**src/rtl/ccd_line_ctrl.sv**
```systemverilog
// Line-timing sequencer for the linear CCD front end.
// It latches a per-line configuration and generates the transfer-gate pulse,
// the clock-generator enable and divider setting, pixel ticks and the
// active-pixel window.
// All outputs are registered from next-state values, so every output
// lines up with the state register it describes.
module ccd_line_ctrl #(
  parameter int         PIX_W       = 14,
  parameter logic [7:0] DEF_F2_FREQ = 8'd10,
  parameter int         SETUP_CYC   = 16,
  parameter int         HOLD_CYC    = 16
) (
  input  logic             sys_clk,
  input  logic             rst,
  input  logic             start,
  input  logic             cont_mode,
  input  logic             stop,
  input  logic [7:0]       cfg_f2_freq,
  input  logic [PIX_W-1:0] cfg_pix_num,
  input  logic [7:0]       cfg_dummy,
  input  logic [15:0]      cfg_sh_len,
  input  logic [23:0]      cfg_int_time,
  output logic [7:0]       f2_freq,
  output logic             clk_en,
  output logic             sh,
  output logic             pix_tick,
  output logic             line_valid,
  output logic [PIX_W-1:0] pix_idx,
  output logic             busy,
  output logic             line_done,
  output logic             cfg_err
);

  typedef enum logic [2:0] {
    S_IDLE, S_SETUP, S_PULSE, S_HOLD, S_DUMMY, S_ACTIVE, S_INTEG
  } state_t;

  localparam logic [23:0] SETUP_LAST = 24'(SETUP_CYC - 1);
  localparam logic [23:0] HOLD_LAST  = 24'(HOLD_CYC - 1);

  state_t           state_q, state_d;
  logic [23:0]      cnt_q, cnt_d;
  logic [7:0]       div_q, div_d;
  logic [PIX_W-1:0] pix_q, pix_d;
  logic             stop_pend_q, stop_pend_d;
  logic             latch, done_d, err_d;

  // Shadow copy of the configuration, held constant for the whole line
  logic [7:0]       f2_sh_q;
  logic [PIX_W-1:0] pixn_sh_q;
  logic [7:0]       dummy_sh_q;
  logic [15:0]      shlen_sh_q;
  logic [23:0]      int_sh_q;

  logic [7:0]       f2_freq_d;
  logic             clk_en_d, sh_d, pix_tick_d, line_valid_d, busy_d;
  logic [PIX_W-1:0] pix_idx_d;

  logic             cfg_ok, div_wrap;
  logic [23:0]      sh_last, int_last;
  logic [PIX_W-1:0] dummy_last, pix_last;

  assign cfg_ok     = (cfg_f2_freq >= 8'd4) && (cfg_pix_num != '0) && (cfg_sh_len != 16'd0);
  assign div_wrap   = (div_q == f2_sh_q - 8'd1);
  assign sh_last    = {8'd0, shlen_sh_q} - 24'd1;
  assign int_last   = int_sh_q - 24'd1;
  assign dummy_last = PIX_W'(dummy_sh_q) - PIX_W'(1);
  assign pix_last   = pixn_sh_q - PIX_W'(1);

  // State register and phase counters
  always_ff @(posedge sys_clk or posedge rst) begin
    if (rst) begin
      state_q     <= S_IDLE;
      cnt_q       <= '0;
      div_q       <= '0;
      pix_q       <= '0;
      stop_pend_q <= 1'b0;
    end else begin
      state_q     <= state_d;
      cnt_q       <= cnt_d;
      div_q       <= div_d;
      pix_q       <= pix_d;
      stop_pend_q <= stop_pend_d;
    end
  end

  // Capture the configuration whenever a line is (re)started
  always_ff @(posedge sys_clk) begin
    if (latch) begin
      f2_sh_q    <= cfg_f2_freq;
      pixn_sh_q  <= cfg_pix_num;
      dummy_sh_q <= cfg_dummy;
      shlen_sh_q <= cfg_sh_len;
      int_sh_q   <= cfg_int_time;
    end
  end

  // Next-state sequencing through the line phases
  always_comb begin
    state_d = state_q;
    cnt_d   = cnt_q;
    div_d   = div_q;
    pix_d   = pix_q;
    latch   = 1'b0;
    done_d  = 1'b0;
    err_d   = 1'b0;
    case (state_q)
      S_IDLE: begin
        if (start) begin
          if (cfg_ok) begin
            latch   = 1'b1;
            state_d = S_SETUP;
            cnt_d   = '0;
          end else begin
            err_d = 1'b1;
          end
        end
      end
      S_SETUP: begin
        if (cnt_q == SETUP_LAST) begin
          state_d = S_PULSE;
          cnt_d   = '0;
        end else cnt_d = cnt_q + 24'd1;
      end
      S_PULSE: begin
        if (cnt_q == sh_last) begin
          state_d = S_HOLD;
          cnt_d   = '0;
        end else cnt_d = cnt_q + 24'd1;
      end
      S_HOLD: begin
        if (cnt_q == HOLD_LAST) begin
          state_d = (dummy_sh_q == 8'd0) ? S_ACTIVE : S_DUMMY;
          cnt_d   = '0;
          div_d   = '0;
          pix_d   = '0;
        end else cnt_d = cnt_q + 24'd1;
      end
      S_DUMMY: begin
        // Divider phase runs straight into ACTIVE without a gap cycle
        if (div_wrap) begin
          div_d = '0;
          if (pix_q == dummy_last) begin
            state_d = S_ACTIVE;
            pix_d   = '0;
          end else pix_d = pix_q + PIX_W'(1);
        end else div_d = div_q + 8'd1;
      end
      S_ACTIVE: begin
        if (div_wrap) begin
          div_d = '0;
          if (pix_q == pix_last) begin
            state_d = S_INTEG;
            pix_d   = '0;
            cnt_d   = '0;
          end else pix_d = pix_q + PIX_W'(1);
        end else div_d = div_q + 8'd1;
      end
      S_INTEG: begin
        // A zero integration time still spends one transit cycle here
        if ((int_sh_q == 24'd0) || (cnt_q == int_last)) begin
          done_d  = 1'b1;
          state_d = S_IDLE;
          if (cont_mode && !(stop_pend_q || stop)) begin
            if (cfg_ok) begin
              latch   = 1'b1;
              state_d = S_SETUP;
              cnt_d   = '0;
            end else begin
              err_d = 1'b1;
            end
          end
        end else cnt_d = cnt_q + 24'd1;
      end
      default: state_d = S_IDLE;
    endcase
  end

  // Output decode from the next state so outputs align with state_q
  always_comb begin
    stop_pend_d  = (state_d == S_IDLE) ? 1'b0
                 : (stop_pend_q || (stop && (state_q != S_IDLE)));
    busy_d       = (state_d != S_IDLE);
    sh_d         = (state_d == S_PULSE);
    clk_en_d     = (state_d == S_DUMMY) || (state_d == S_ACTIVE) || (state_d == S_INTEG);
    line_valid_d = (state_d == S_ACTIVE);
    pix_tick_d   = ((state_d == S_DUMMY) || (state_d == S_ACTIVE)) && (div_d == 8'd0);
    pix_idx_d    = (state_d == S_ACTIVE) ? pix_d : '0;
    // Divider setting follows the shadow one cycle after it is latched
    f2_freq_d    = ((state_d == S_IDLE) || (state_q == S_IDLE)) ? DEF_F2_FREQ : f2_sh_q;
  end

  // Output registers
  always_ff @(posedge sys_clk or posedge rst) begin
    if (rst) begin
      f2_freq    <= DEF_F2_FREQ;
      clk_en     <= 1'b0;
      sh         <= 1'b0;
      pix_tick   <= 1'b0;
      line_valid <= 1'b0;
      pix_idx    <= '0;
      busy       <= 1'b0;
      line_done  <= 1'b0;
      cfg_err    <= 1'b0;
    end else begin
      f2_freq    <= f2_freq_d;
      clk_en     <= clk_en_d;
      sh         <= sh_d;
      pix_tick   <= pix_tick_d;
      line_valid <= line_valid_d;
      pix_idx    <= pix_idx_d;
      busy       <= busy_d;
      line_done  <= done_d;
      cfg_err    <= err_d;
    end
  end

endmodule

```
**config.mk**
```make
export PLATFORM = sky130hd
export DESIGN_NAME = ccd_line_ctrl
export DESIGN_NICKNAME = d
export VERILOG_FILES = /design/src/rtl/ccd_line_ctrl.sv
export SDC_FILE = /design/constraint.sdc
export NUM_CORES = 1
export LEC_CHECK = 0
export CAP_MARGIN = 20
export CORE_MARGIN = 3
export CORE_UTILIZATION = 33
export CTS_BUF_LIST = sky130_fd_sc_hd__clkbuf_8
export DETAILED_ROUTE_END_ITERATION = 10
export GPL_ROUTABILITY_DRIVEN = 1
export SYNTH_ARGS = -nofsm -noshare
export SYNTH_HDL_FRONTEND = slang
export SYNTH_SLANG_ARGS = --single-unit
```
**constraint.sdc**
```tcl
create_clock -name sys_clk -period 17 [get_ports sys_clk]
set_input_delay 1.7 -clock sys_clk [delete_from_list [all_inputs] [get_ports sys_clk]]
set_output_delay 1.7 -clock sys_clk [all_outputs]
set_load 0.02 [all_outputs]
```
==> qor.yml <==
pwr:
  leakagePower_nw: 3.862
  p_int_mw: 0.5809
  p_switching_mw: 0.1452
  power.density_mw_per_mm2: 66.79
  combPwrFrac_pct: 3.3
  pwr-share-clk_pct: 44.7
  swShare_pct: 20.00
  ir_drop_mv: 0.04795
  power_frac_seq_pct: 52.0
global_routing:
  grt_antenna_before_repair: 0
  grt_max_degree: 59
  track_usage_pct: 16.55
  grt_pass1_vias: 7559
  grt_pass1_wl_um: 39140
  grt-ovfl-total: 0
route:
  first_pass_iters: 5
  highest_layer: "met4"
  drc: 0
  wirelength_met1_um: 11070
  wire_per_inst_um: 17.11
  postRouteAntennaNets: 0
  vias_per_cell: 5.536
  wl_um: 24260
  dr_wl_met3_um: 1087
  via_count: 7850
  drtIter0Drc: 624
  wl_met2_um: 11690
timing:
  maxSlewHeadroom_pct: 32.23
  min_period_ns: 5.044
  slew_violations: 0
  fin_crit_sh_pct: 29.67
  fmax_mhz: 198.2
  finalSetupViolations: 0
  finalSetupTns_ns: 0
  fin_skew_ns: 0.01415
  tightestPinTransition_ns: 1.007
  finalHoldViolations: 0
  rsz0062_at_grt: "false"
floorplan:
  io_pins: 104
  initial_core_util_pct: 33.68
  die_area_mm2: 0.02961
  core.rowCount: 60
  core_area_mm2: 0.02703
  die_width_um: 172.1
  die_h_um: 172.1
worst_setup_path:
  crit_top_cell: "or4_4"
  critPathKind: "reg -> reg"
  crit_family: "simple AND/OR/NAND/NOR gates"
  worst-path-buf-inv: 1
  cp_max_fo: 38
  worst_path_largest_cell_delay_ns: 0.76
  critPathArrivalTime_ns: 5.14
  endpoint_kind: "flip-flop"
  start_kind: "flip-flop"
  crit_chain: "or4_1 > or4_4 > o31ai_2 > o2111ai_1 > or4_4 > o31a_1 > nor2_1 > a21boi_0 > nor2_4 > buf_4"
  critPathRequiredTime_ns: 17.09
  crit_path_top_delay_cell: "nor2_4"
yosys:
  synth_compound_area_share_pct: 16.52
  synth_xor_area_share_pct: 7.409
  seq_area_frac_synth_pct: 44.84
  async_flop_share_pct: 53.02
  syn_inst: 998
  synth_fa_ha_area_share_pct: 1.237
  ys_ff_latch: 149
  avgSynthCellArea_um2: 9.121
  netlist-cell-type-count: 72
  netlist_area_mm2: 0.009102
  synth-simple-area-share_pct: 24.80
  ys_warn_count: 0
  synth_edf_count: 70
  syn_nets: 1082
  synthMuxAreaShare_pct: 0.3574
  synth.area.top_cells: "edfxtp_1, dfrtp_1, xnor2_1"
  synth_top_area_share_pct: 23.09
  yosysTopAreaCell: "edfxtp_1"
  synth_ff_type: "dfrtp_1"
  synth_top_family_by_area: "simple AND/OR/NAND/NOR gates"
clock_tree:
  cts_max_level: 4
  cts_buffers: 17
  ctsResizeCount: 0
  cts_root_buffer: "clkbuf_8"
  cts_buffer_depth: 2
  post_cts_buffers: 0
  worstSkewPairLatency_ns: 0.45
  cts_tree: "yes"
  clk_pin_slew_ns: 0.08
  hold_buffers: 0
  cts.sinks: 149
run_status:
  status: "completed"
placement:
  dp.cells: 1385
  numPortBuffers: 103
  routabilityCongestion: 0.8493
  place_hpwl_um: 17870
finish:
  antenna_cells: 0
  fin_util_pct: 40.23
  drive_above_1_share_pct: 5.571
  nets: 1149
  fillers: 2681
  area_growth_pct: 19.44
  final_cells: 1418
hold_path:
  hp-class: "reg -> reg"
flow_run:
  drv_cap: 0
path summary, 6_finish.rpt:
| check | endpoint | slack [ns] | depth (start not counted) | start |
|---|---|---|---|---|
| setup / recovery | shlen_sh_q[9]$_DFFE_PP_ | 11.96 | 10 | int_sh_q[4]$_DFFE_PP_ |
| hold / removal | div_q[6]$_DFF_PP0_ | 0.58 | 1 | div_q[6]$_DFF_PP0_ |
| setup reg to reg | shlen_sh_q[9]$_DFFE_PP_ | 11.96 | 10 | int_sh_q[4]$_DFFE_PP_ |
| hold reg to reg | div_q[6]$_DFF_PP0_ | 0.58 | 1 | div_q[6]$_DFF_PP0_ |
| max in group asynchronous | div_q[0]$_DFF_PP0_ | 14.36 | 3 | rst |
| min in group asynchronous | f2_freq[2]$_DFF_PP0_ | 1.53 | 2 | rst |
cell usage in the layout (no fill, tap or decap), types with 7 or more instances in the layout:
cell type,n
xnor2_1,51
o22ai_1,22
and3_1,21
nor4_1,45
nand2b_1,20
buf_4,7
o31ai_1,16
clkbuf_8,17
nand3b_1,8
dfrtp_1,77
ha_1,9
nor2_1,92
nand2_1,61
o31a_1,13
clkdlybuf4s50_1,103
o211ai_1,8
inv_1,50
xor2_1,26
or3_1,10
nand3_1,40
a31oi_1,21
nor3_1,40
a21oi_1,27
nand4_1,10
o21ai_0,70
edfxtp_1,70
nor3b_1,9
or4_1,15
nor2b_1,10
metrics by stage:
stage | setup WS (ns) | total power, mW | area, µm² | hold WS, ns
3_5_place_dp | 11.94 | 0.4096 | 10380 | 0.5500
3_3_place_gp | 12.05 | 0.4094 | 10380 | 0.5409
2_1_floorplan | 10.46 | 0.3884 | 9102 | 0.4952
5_1_grt | 11.64 | 0.7529 | 10870 | 0.6178
4_1_cts | 11.91 | 0.7367 | 10840 | 0.5704
6_report | 11.96 | 0.7261 | 10870 | 0.5759
power groups by stage:
stage,clock network (mW),registers (mW),logic (mW)
2_1_floorplan,0,0.385,0.00337
3_3_place_gp,0,0.385,0.0245
3_5_place_dp,0,0.385,0.0247
4_1_cts,0.335,0.377,0.0247
5_1_grt,0.350,0.377,0.0261
6_report,0.325,0.377,0.0240
registers in the layout, summed over array words and instances (netlist names), 3 cells and up:
register,flops
dummy_sh_q,8
pix_q,14
state_q,3
f2_freq,8
shlen_sh_q,16
pix_idx,14
cnt_q,24
f2_sh_q,8
int_sh_q,24
pixn_sh_q,14
div_q,8
cells by family after synthesis:
family | count (synthesis)
AND/OR/NAND/NOR | 417
AO/OA/AOI/OAI | 228
flip-flops | 149
buffers and inverters | 115
XOR/XNOR | 77
adder cells (fa/ha/maj) | 9
multiplexers | 3
layer usage:
metal,up-vias,GRT usage [%]
met3,23,2.949
met1,3802,22.24
met5,-,0
met2,193,27.53
met4,0,4.721
li1,3832,-
cell usage after synthesis (4+ instances only):
cell type	count
nand3_1	40
or3_1	10
nor4_1	45
nand2b_1	20
and3_1	21
xor2_1	26
nand3b_1	8
edfxtp_1	70
inv_1	50
o21a_1	5
nor2b_1	10
clkbuf_1	61
o21ai_0	70
and4b_1	4
nand2_1	61
nand4_1	10
nor4b_1	4
o31ai_1	16
a21oi_1	28
o221ai_1	5
a211oi_1	6
o211ai_1	8
dfrtp_1	77
nor3b_1	9
nor2_1	93
and4_1	5
a31oi_1	21
nor3_1	40
or4_1	15
o22ai_1	22
o31a_1	13
ha_1	9
xnor2_1	51
final cells by class:
type / instances / area, µm² / share of cell area (%)
Clock buffer: 17 / 234.0 / 2.152
Multi-Input combinational cell: 734 / 4592 / 42.24
Inverter: 51 / 192.7 / 1.772
Clock inverter: 14 / 234.0 / 2.152
Tap cell: 341 / 426.7 / 3.924
Timing Repair Buffer: 112 / 1111 / 10.22
Sequential cell: 149 / 4081 / 37.54
(Power assumes the default switching activity.)
